`src/rtl/writeback.sv`:
```
// ---------------------------------------------------------------------------
// writeback
//   Last stage of the ECAP5-DPROC pipeline. It takes completed instructions
//   from the memory stage, aligns and extends load data, and shares the
//   single register-file write port between the pipeline and a debug writer.
//   All write-port, forwarding and debug-ack outputs are registered.
//
// Handshake: an instruction transfers on a rising clk_i edge when
//   input_valid_i & input_ready_o. input_ready_o depends only on the FSM
//   state (high in EMPTY), never on input_valid_i.
//
// Ports
//   clk_i, rst_i            clock, asynchronous active-low reset
//   input_valid_i/ready_o   memory-stage handshake
//   reg_write_i, reg_addr_i destination write flag and index
//   result_i                ALU/CSR result (non-load instructions)
//   load_*                  load size/sign/offset and raw bus word
//   dbg_write_i/addr/data   debug register write request
//   dbg_ack_o               one-cycle ack, aligned with the debug write
//   reg_write/waddr/wdata_o register-file write port
//   fwd_valid/addr/data_o   copies of the write port for decode bypass
//   instret_o               retired pipeline instruction count
//   held_o                  high while an accepted instruction waits (HELD)
//
// Build option: WRITEBACK_INSTRET_EN implements the 64-bit instret counter;
//   without it instret_o is tied to zero and no counter flops exist.
// ---------------------------------------------------------------------------
module writeback (
    input  logic        clk_i,
    input  logic        rst_i,
    input  logic        input_valid_i,
    output logic        input_ready_o,
    input  logic        reg_write_i,
    input  logic [4:0]  reg_addr_i,
    input  logic [31:0] result_i,
    input  logic        load_i,
    input  logic [1:0]  load_size_i,
    input  logic        load_unsigned_i,
    input  logic [1:0]  load_offset_i,
    input  logic [31:0] load_data_i,
    input  logic        dbg_write_i,
    input  logic [4:0]  dbg_addr_i,
    input  logic [31:0] dbg_data_i,
    output logic        dbg_ack_o,
    output logic        reg_write_o,
    output logic [4:0]  reg_waddr_o,
    output logic [31:0] reg_wdata_o,
    output logic        fwd_valid_o,
    output logic [4:0]  fwd_addr_o,
    output logic [31:0] fwd_data_o,
    output logic [63:0] instret_o,
    output logic        held_o
);

    typedef enum logic {
        EMPTY = 1'b0,
        HELD  = 1'b1
    } state_e;

    state_e      state_q, state_d;

    // Hold buffer: instruction accepted in a cycle the debug write took the port.
    logic        hold_write_q, hold_write_d;
    logic [4:0]  hold_addr_q,  hold_addr_d;
    logic [31:0] hold_data_q,  hold_data_d;

    logic        reg_write_q, reg_write_d;
    logic [4:0]  reg_waddr_q, reg_waddr_d;
    logic [31:0] reg_wdata_q, reg_wdata_d;
    logic        dbg_ack_q,   dbg_ack_d;

    logic        accept;
    logic        retire;
    logic [7:0]  byte_lane;
    logic [15:0] half_lane;
    logic [31:0] sel_data;

    assign input_ready_o = (state_q == EMPTY);
    assign held_o        = (state_q == HELD);
    assign accept        = input_valid_i & input_ready_o;

    // Load alignment and extension.
    always_comb begin
        byte_lane = load_data_i[7:0];
        case (load_offset_i)
            2'd0:    byte_lane = load_data_i[7:0];
            2'd1:    byte_lane = load_data_i[15:8];
            2'd2:    byte_lane = load_data_i[23:16];
            default: byte_lane = load_data_i[31:24];
        endcase
        // Halfword lane uses only offset bit 1; bit 0 is ignored.
        half_lane = load_offset_i[1] ? load_data_i[31:16] : load_data_i[15:0];
        sel_data  = result_i;
        if (load_i) begin
            case (load_size_i)
                2'b00:   sel_data = {{24{~load_unsigned_i & byte_lane[7]}}, byte_lane};
                2'b01:   sel_data = {{16{~load_unsigned_i & half_lane[15]}}, half_lane};
                default: sel_data = load_data_i;
            endcase
        end
    end

    // Port arbitration: debug > held entry > newly accepted instruction.
    always_comb begin
        state_d     = state_q;
        hold_write_d = hold_write_q;
        hold_addr_d = hold_addr_q;
        hold_data_d = hold_data_q;
        reg_write_d = 1'b0;
        reg_waddr_d = reg_waddr_q;
        reg_wdata_d = reg_wdata_q;
        dbg_ack_d   = 1'b0;
        retire      = 1'b0;

        if (dbg_write_i) begin
            reg_write_d = (dbg_addr_i != 5'd0);
            reg_waddr_d = dbg_addr_i;
            reg_wdata_d = dbg_data_i;
            dbg_ack_d   = 1'b1;
            if (accept) begin
                hold_write_d = reg_write_i;
                hold_addr_d  = reg_addr_i;
                hold_data_d  = sel_data;
                state_d      = HELD;
            end
        end else if (state_q == HELD) begin
            reg_write_d = hold_write_q & (hold_addr_q != 5'd0);
            reg_waddr_d = hold_addr_q;
            reg_wdata_d = hold_data_q;
            retire      = 1'b1;
            state_d     = EMPTY;
        end else if (accept) begin
            reg_write_d = reg_write_i & (reg_addr_i != 5'd0);
            reg_waddr_d = reg_addr_i;
            reg_wdata_d = sel_data;
            retire      = 1'b1;
        end
    end

    always_ff @(posedge clk_i or negedge rst_i) begin
        if (!rst_i) begin
            state_q      <= EMPTY;
            hold_write_q <= 1'b0;
            hold_addr_q  <= 5'd0;
            hold_data_q  <= 32'd0;
            reg_write_q  <= 1'b0;
            reg_waddr_q  <= 5'd0;
            reg_wdata_q  <= 32'd0;
            dbg_ack_q    <= 1'b0;
        end else begin
            state_q      <= state_d;
            hold_write_q <= hold_write_d;
            hold_addr_q  <= hold_addr_d;
            hold_data_q  <= hold_data_d;
            reg_write_q  <= reg_write_d;
            reg_waddr_q  <= reg_waddr_d;
            reg_wdata_q  <= reg_wdata_d;
            dbg_ack_q    <= dbg_ack_d;
        end
    end

    assign reg_write_o = reg_write_q;
    assign reg_waddr_o = reg_waddr_q;
    assign reg_wdata_o = reg_wdata_q;
    assign fwd_valid_o = reg_write_q;
    assign fwd_addr_o  = reg_waddr_q;
    assign fwd_data_o  = reg_wdata_q;
    assign dbg_ack_o   = dbg_ack_q;

`ifdef WRITEBACK_INSTRET_EN
    // Counts on the edge that registers the instruction's write slot;
    // natural 64-bit wrap.
    logic [63:0] instret_q, instret_d;

    always_comb begin
        instret_d = instret_q + {63'd0, retire};
    end

    always_ff @(posedge clk_i or negedge rst_i) begin
        if (!rst_i) begin
            instret_q <= 64'd0;
        end else begin
            instret_q <= instret_d;
        end
    end

    assign instret_o = instret_q;
`else
    logic unused_retire;
    assign unused_retire = retire;
    assign instret_o     = 64'h0;
`endif

endmodule

```
`config.mk`:
```
export PLATFORM = sky130hd
export DESIGN_NAME = writeback
export DESIGN_NICKNAME = d
export VERILOG_FILES = /design/src/rtl/writeback.sv
export SDC_FILE = /design/constraint.sdc
export NUM_CORES = 1
export LEC_CHECK = 0
export CORE_ASPECT_RATIO = 1.75
export CORE_MARGIN = 1
export CORE_UTILIZATION = 44
export DETAILED_ROUTE_END_ITERATION = 10
export PLACE_DENSITY = 0.95
export RECOVER_POWER = 50
export SLEW_MARGIN = 20
export SYNTH_ARGS = -nofsm -noshare
export SYNTH_HDL_FRONTEND = slang
export SYNTH_SLANG_ARGS = --single-unit
export TNS_END_PERCENT = 10
```
`constraint.sdc`:
```
create_clock -name clk_i -period 2.9 [get_ports clk_i]
set_clock_uncertainty 0.05 [all_clocks]
set_input_delay 0.58 -clock clk_i [delete_from_list [all_inputs] [get_ports clk_i]]
set_output_delay 0.58 -clock clk_i [all_outputs]
set_load 0.03 [all_outputs]
```
==> summary.md, run 1 <==
| Metric | Value |
|---|---|
| # diodes | `0` |
| Clk slew on worst S/H paths | `approximately 60 ps` |
| DRC | `32` |
| Vias per inst | `5.84` |
| GPL Wtd Cong | `~0.91` |
| Met1 usage | `between 30% and 40%` |
| Seq pwr share | `between 30% and 40%` |
| Syn-to-layout area delta | `36.8%` |
| Share of flip-flops with an asynchronous set or reset | `100%` |
| Final hold vios | `0` |
| Remaining global-route overflow | `0` |
| Switching Fraction | `between 30% and 40%` |
| Antenna violations before repair | `0` |
| Final setup vio count | `0` |
| EDFF count, synth | `0` |
| Crit share post-route | `about 85%` |
| CP cell instances | `dlygate4sd3_1 -> nor2b_1 -> clkbuf_1 -> nand2_1 -> o22a_1 -> nand3_1` |
| PostCTS Resize Cnt | `0` |
| Critical path's slowest cell | `dlygate4sd3_1` |
| Fin area | `roughly 7100 um^2` |
| RSZ-0062 raised after global routing | `false` |
| LEAKAGE | `between 3 and 4 nW` |
| Max_cap viols | `0` |
| Worst setup startpoint | `input_valid_i` |
| Post-synthesis sequential area ratio | `between 30% and 40%` |
| Most frequent cells in the layout | `161 x clkdlybuf4s50_1, 78 x dfrtp_1, 64 x nand2_1, 64 x conb_1, 51 x o21ai_0` |
| Share of cells above drive strength 1 | `5.64%` |
| CTS tree | `yes` |
| Starting density of the core | `45.0%` |
| Failing checks | `design-rule violations` |
| HPWL after DPL | `about 13 mm` |
| Vias after detailed routing | `about 5200` |
| Die width | `84.1 um` |
| Largest net degree at the start of global routing | `66` |
| Met3 GRT Util | `slightly below 5%` |
| Most Crowded Layer GR | `met2` |
| Hold crit path type | `in2async` |
| Setup crit end kind | `flop` |
| Top delay family on crit path | `buffers and inverters` |
| Setup TNS | `0 ps` |
| Met2 GRT Util | `between 50% and 60%` |
| Clock Power Share | `31.3%` |
| Int Power | `between 2 and 3 mW` |
| Post-DP Area | `6780 um^2` |
| Synthesized flop and latch total | `around 80` |
| ANT nets after route | `0` |
| Synth Flop Type | `dfrtp_1` |
| Worst relative slew slack | `about 25%` |
| Library cells used by synthesis | `46` |
| Yosys warns | `0` |
| CP Max Fanout | `12` |
| Most common cell after layout, fill and taps aside | `clkdlybuf4s50_1` |
| Post-CTS setup buffer count | `0` |
| Status | `complete, but fails checks` |
| Fmax | `between 400 and 500 MHz` |
| Worst-skew pair later-pin latency | `340 ps` |
| Required @ worst endpoint | `between 3000 and 4000 ps` |
| First DRT Iteration DRCs | `approximately 530` |
| Final #Nets | `875` |
| CP Data Arrival Time | `2680 ps` |
| Hold_ws | `around 170 ps` |
| Net Sw Power | `about 1.4 mW` |
| CTS Buffer Depth | `2` |
| Worst Max-Slew Pin Slew | `~1100 ps` |
| Ports | `260` |
| Critical Path Max Stage Delay | `roughly 740 ps` |
| Clock root buffer | `clkbuf_16` |
| Peak supply drop | `0.000403 V` |
| First-pass GRT wire length | `27.2 mm` |
| Die Ht | `around 150 um` |
| Pre-Repair DR Iteration Count | `8` |
| Final core occ | `a little over 60%` |
| Worst r2r src | `held_o$_DFFE_PN0P_` |
| Fin crit period | `between 2000 and 2500 ps` |
| Pwr dens | `560 nW/um^2` |
| Post-Route WL | `about 18 mm` |
| Num CTS Buffers | `9` |
| Setup CP Type | `in2reg` |
| Syn avg cell area | `approximately 8.5 um^2` |
| CTS Hold Buffers Added | `0` |
| Gr usage total | `between 20% and 30%` |
| Site Rows | `between 50 and 60` |
| Wire per inst | `between 15 and 20 um` |
| CP bufs+invs | `2` |
| Synthesized area | `about 5200 um^2` |
| Core area | `around 12000 um^2` |
| Total die area | `around 12000 um^2` |
| Slew Limit Fails | `0` |
| IO Port Bufs | `195` |
| Clock sink count | `78` |
| Vias in the first global route | `~5000` |
| Post-Synthesis Cells | `608` |
| Number of H-tree levels | `3` |
| Combinational Power Share | `34.0%` |
| CP startpoint kind | `input pin` |
[flip-flops by register name, summed over array words and instances, names as in the netlist]
name,cells
hold_data_q,32
held_o,1
fwd_valid_o,1
hold_write_q,1
hold_addr_q,5
dbg_ack_o,1
fwd_addr_o,5
fwd_data_o,32
[per-stage QoR]
step | power, mW | std cells | setup slack (ps)
after floorplan | 2.28 | 671 | 962
after detailed placement | 2.75 | 882 | 231
after global routing | 4.11 | 898 | 343
after CTS | 3.98 | 898 | 595
final | 3.97 | 898 | 449
after global placement | 2.72 | 882 | 272
[cell families after synthesis]
| logic type | count (synthesis) | synth area share (%) |
|---|---|---|
| flops | 78 | 37.6 |
| buf+inv | 149 | 18.5 |
| simple gates | 157 | 13.4 |
| compound gates | 213 | 28.1 |
| mux | 10 | 2.17 |
| other cells | 1 | 0.0723 |
[Yosys cell counts, drive strengths merged (4+ instances only)]
library cell / count / share of area [%]
nor2: 43 / 3.1
a221oi: 9 / 1.5
nand2: 64 / 4.6
mux2i: 9 / 1.7
o21ai: 51 / 4.9
inv: 6 / 0.43
a21oi: 40 / 4.1
clkbuf: 30 / 2.2
buf: 113 / 16
a211oi: 7 / 1.0
a22o: 9 / 1.5
nor2b: 11 / 1.3
o21bai: 8 / 1.2
dfrtp: 78 / 38
a31oi: 6 / 0.72
o211ai: 5 / 0.72
nor3: 10 / 0.97
a21o: 5 / 0.72
nand3: 12 / 1.2
o22a: 10 / 1.7
o311a: 4 / 0.77
o22ai: 8 / 0.97
nand2b: 5 / 0.60
a221o: 6 / 1.2
a22oi: 31 / 4.5
[worst paths after layout]
| path | slack (ps) | cells past startpoint | to |
|---|---|---|---|
| max reg2reg | 810 | 6 | fwd_data_o[20]$_DFFE_PN0P_ |
| min | 170 | 1 | fwd_valid_o$_DFF_PN0_ |
| min in group clk_i | 440 | 2 | hold_data_q[1]$_DFFE_PN0P_ |
| max | 450 | 6 | fwd_data_o[20]$_DFFE_PN0P_ |
| max in group asynchronous | 1200 | 2 | hold_data_q[26]$_DFFE_PN0P_ |
| min reg2reg | 440 | 2 | hold_data_q[1]$_DFFE_PN0P_ |
[layout make-up]
class / instances / area [um^2]
Fill cell: 953 / 4420
Multi-Input combinational cell: 444 / 2510
Timing Repair Buffer: 219 / 2110
Sequential cell: 78 / 1950
Clock buffer: 11 / 243
Tap cell: 135 / 169
Clock inverter: 5 / 82.6
Inverter: 6 / 22.5
[power groups by stage]
stage               Sequential [mW]  Combinational, mW  Clock, mW
floorplan                      1.49              0.791          0
CTS                            1.38               1.36       1.24
finish                         1.38               1.35       1.24
detailed placement             1.39               1.35          0
global placement               1.39               1.33          0
global route                   1.40               1.43       1.29
[layer usage]
metal | up-vias | part of all wire, %
met5 | - | 0
met4 | 0 | 3.5
met3 | 51 | 8.8
met2 | 371 | 54
met1 | 2500 | 34
li1 | 2324 | -
Note: power is estimated with default switching activity, not from simulation.
==> run 2: changes to the inputs <==
--- a/config.mk
+++ b/config.mk
@@ -7,9 +7,9 @@
 export LEC_CHECK = 0
 export CORE_ASPECT_RATIO = 1.75
 export CORE_MARGIN = 1
-export CORE_UTILIZATION = 44
+export CORE_UTILIZATION = 37
 export DETAILED_ROUTE_END_ITERATION = 10
-export PLACE_DENSITY = 0.95
+export PLACE_DENSITY = 0.88
 export RECOVER_POWER = 50
 export SLEW_MARGIN = 20
 export SYNTH_ARGS = -nofsm -noshare
==> constraint.sdc (replaced) <==
create_clock -name clk_i -period 2 [get_ports clk_i]
set_clock_uncertainty 0.05 [all_clocks]
set_input_delay 0.4 -clock clk_i [delete_from_list [all_inputs] [get_ports clk_i]]
set_output_delay 0.4 -clock clk_i [all_outputs]
set_load 0.03 [all_outputs]
==> run 2 against run 1 <==
Effect of this change:
- the flow now finishes without violations
- combinational power is 54% higher
- count of clock-buffer cells in the layout decreased by 2
- design area rose by 7.7%
- global-route usage is 3.0 points lower
- highest routed layer unchanged
- worst setup slack worse by 390 ps
- critical path type unchanged
- non-clock buffer count rose by 54
==> summary.md, run 2 (synthesized netlist as in run 1, its figures left out) <==
| Metric | Value |
|---|---|
| Ports | `260 (unchanged)` |
| First DRT Iteration DRCs | `392 (-26%)` |
| Largest net degree at the start of global routing | `48 (-27%)` |
| Starting density of the core | `38.3% (-6.7 points)` |
| Core area | `13500 um^2 (+17%)` |
| Num CTS Buffers | `9 (unchanged)` |
| ANT nets after route | `0 (unchanged)` |
| Final #Nets | `929 (+6.2%)` |
| Peak supply drop | `0.000393 V (-2.4%)` |
| Min-delay src | `hold_data_q[9]$_DFFE_PN0P_` |
| Wire length on met2 | `9.87 mm (+3.1%)` |
| Worst relative slew slack | `36.1% (+11 points)` |
| Post-DP Area | `7300 um^2 (+7.7%)` |
| Fmax | `515 MHz` |
| Final setup vio count | `0 (unchanged)` |
| Worst setup startpoint | `load_data_i[31]` |
| Worst-skew pair later-pin latency | `340 ps (about the same)` |
| Final hold vios | `0 (unchanged)` |
| Vias per inst | `5.52 (-5.6%)` |
| Worst Max-Slew Pin Slew | `959 ps (-162 ps)` |
| IO Port Bufs | `195 (unchanged)` |
| RSZ-0062 raised after global routing | `false` |
| Gr usage total | `25.7% (-3.0 points)` |
| LEAKAGE | `3.30 nW (+9.6%)` |
| Vias in the first global route | `5443 (+7.7%)` |
| Clock root buffer | `clkbuf_16` |
| Worst r2r src | `held_o$_DFFE_PN0P_` |
| HPWL after DPL | `14.7 mm (+11%)` |
| GPL Wtd Cong | `0.927 (+1.3%)` |
| Fin crit period | `1940 ps` |
| Total die area | `14500 um^2 (+19%)` |
| Setup CP Type | `in2reg` |
| CP Max Fanout | `3 (-9)` |
| Crit share post-route | `a little over nine tenths` |
| Routed length on met1 | `6.50 mm (+9.4%)` |
| Syn-to-layout area delta | `47.3%` |
| Number of H-tree levels | `3 (unchanged)` |
| Die Ht | `159 um (+8.9%)` |
| Clk slew on worst S/H paths | `60 ps (about the same)` |
| Setup crit end kind | `flop` |
| Hold crit path type | `reg2reg` |
| Share of cells above drive strength 1 | `13.1% (+7.5 points)` |
| CTS Buffer Depth | `2 (unchanged)` |
| CP Data Arrival Time | `2100 ps (-580 ps)` |
| Required @ worst endpoint | `2160 ps (-970 ps)` |
| Wire per inst | `18.8 um (-4.4%)` |
| Post-Route WL | `18.7 mm (+5.7%)` |
| Remaining global-route overflow | `0 (unchanged)` |
| Antenna violations before repair | `1 (+1)` |
| Pre-Repair DR Iteration Count | `5 (-3)` |
| Fin area | `7640 um^2 (+7.7%)` |
| Die width | `91.5 um (+8.8%)` |
| DRC | `0 (-100%)` |
| Max_cap viols | `0 (unchanged)` |
| Most common cell after layout, fill and taps aside | `clkdlybuf4s50_1` |
| Status | `complete, no violations` |
| Site Rows | `56 (+7.7%)` |
| Most frequent cells in the layout | `173 x clkdlybuf4s50_1, 77 x dfrtp_1, 64 x nand2_1, 64 x conb_1, 64 x buf_4` |
| CTS tree | `yes` |
| Vias after detailed routing | `5473 (+4.3%)` |
| Top Metal Used | `met4` |
| Fill count | `1241 (+30%)` |
| Met3 Wirelength | `1.32 mm (-15%)` |
| CP startpoint kind | `input pin` |
| First-pass GRT wire length | `28.6 mm (+4.9%)` |
| Tot Pwr | `5.89 mW (+48%)` |
| Clock sink count | `78 (unchanged)` |
| Post-CTS setup buffer count | `0 (unchanged)` |
| Pwr dens | `772 nW/um^2 (+38%)` |
| Slew Limit Fails | `0 (unchanged)` |
run 2: cell count changes in the layout (fill, tap and decap cells not counted), sizes merged, moves of 2 or more:
cell and change:
dlygate4sd3 -14, clkdlybuf4s50 +12, clkbuf +6, inv +2, buf +47
run 2: final cells by class:
| cell class | instances | area (um^2) | area share [%] |
|---|---|---|---|
| multi-input cells | 444 | 2570 | 33.7 |
| repair buffers | 273 | 2540 | 33.3 |
| well taps | 174 | 218 | 2.85 |
| inverters | 6 | 22.5 | 0.295 |
| clock buffers | 9 | 225 | 2.95 |
| clock inverters | 7 | 104 | 1.36 |
| diodes | 1 | 2.50 | 0.0328 |
| flip-flops and latches | 78 | 1950 | 25.6 |
run 2: timing repair:
| item | 4_1_cts | 5_1_grt |
|---|---|---|
| gates resized for setup | 4 | 11 |
| endpoints found under the hold margin | 34 | 0 |
| endpoints found under the setup margin | 48 | 48 |
| hold buffers | 1 | 0 |
| pin swaps | 1 | 1 |
run 2: power by group:
part           internal [mW]  switching [mW]
registers               1.82           0.184
clock network           1.11           0.706
logic                  0.889            1.19
total                   3.81            2.08
run 2: critical path, cell delays in order:
cell	delay (ps)
clkdlybuf4s50_1	440
mux4_2	540
o311ai_1	400
clkbuf_1	210
o211ai_1	110
run 2: metrics by stage:
step	hold WS [ps]	TNS, ps	std cells	utilization [%]	setup slack (ps)
global placement	342	-19610	974	54.0	-435
finish	430	0	992	56.5	58.9
detailed placement	346	-22070	974	54.0	-464
floorplan	54.4	0	671	-	193
CTS	397	-227	991	56.7	-37.6
global route	454	0	992	56.5	26.0
run 2: routing by layer:
layer | vias to the layer above | global-route usage, %
li1 | 2435 | -
met1 | 2600 | 28.2
met2 | 372 | 47.2
met3 | 66 | 2.58
met4 | 0 | 16.2
met5 | - | 0
run 2: final timing paths:
path | endpoint | slack [ps] | cells after the start
worst max-delay path | fwd_data_o[7]$_DFFE_PN0P_ | 60 | 5
worst min-delay path | hold_data_q[9]$_DFFE_PN0P_ | 430 | 2
worst max register to register | fwd_data_o[8]$_DFFE_PN0P_ | 210 | 6
worst min register to register | hold_data_q[9]$_DFFE_PN0P_ | 430 | 2
max in group asynchronous | hold_data_q[30]$_DFFE_PN0P_ | 230 | 3
min in group asynchronous | hold_data_q[12]$_DFFE_PN0P_ | 690 | 2
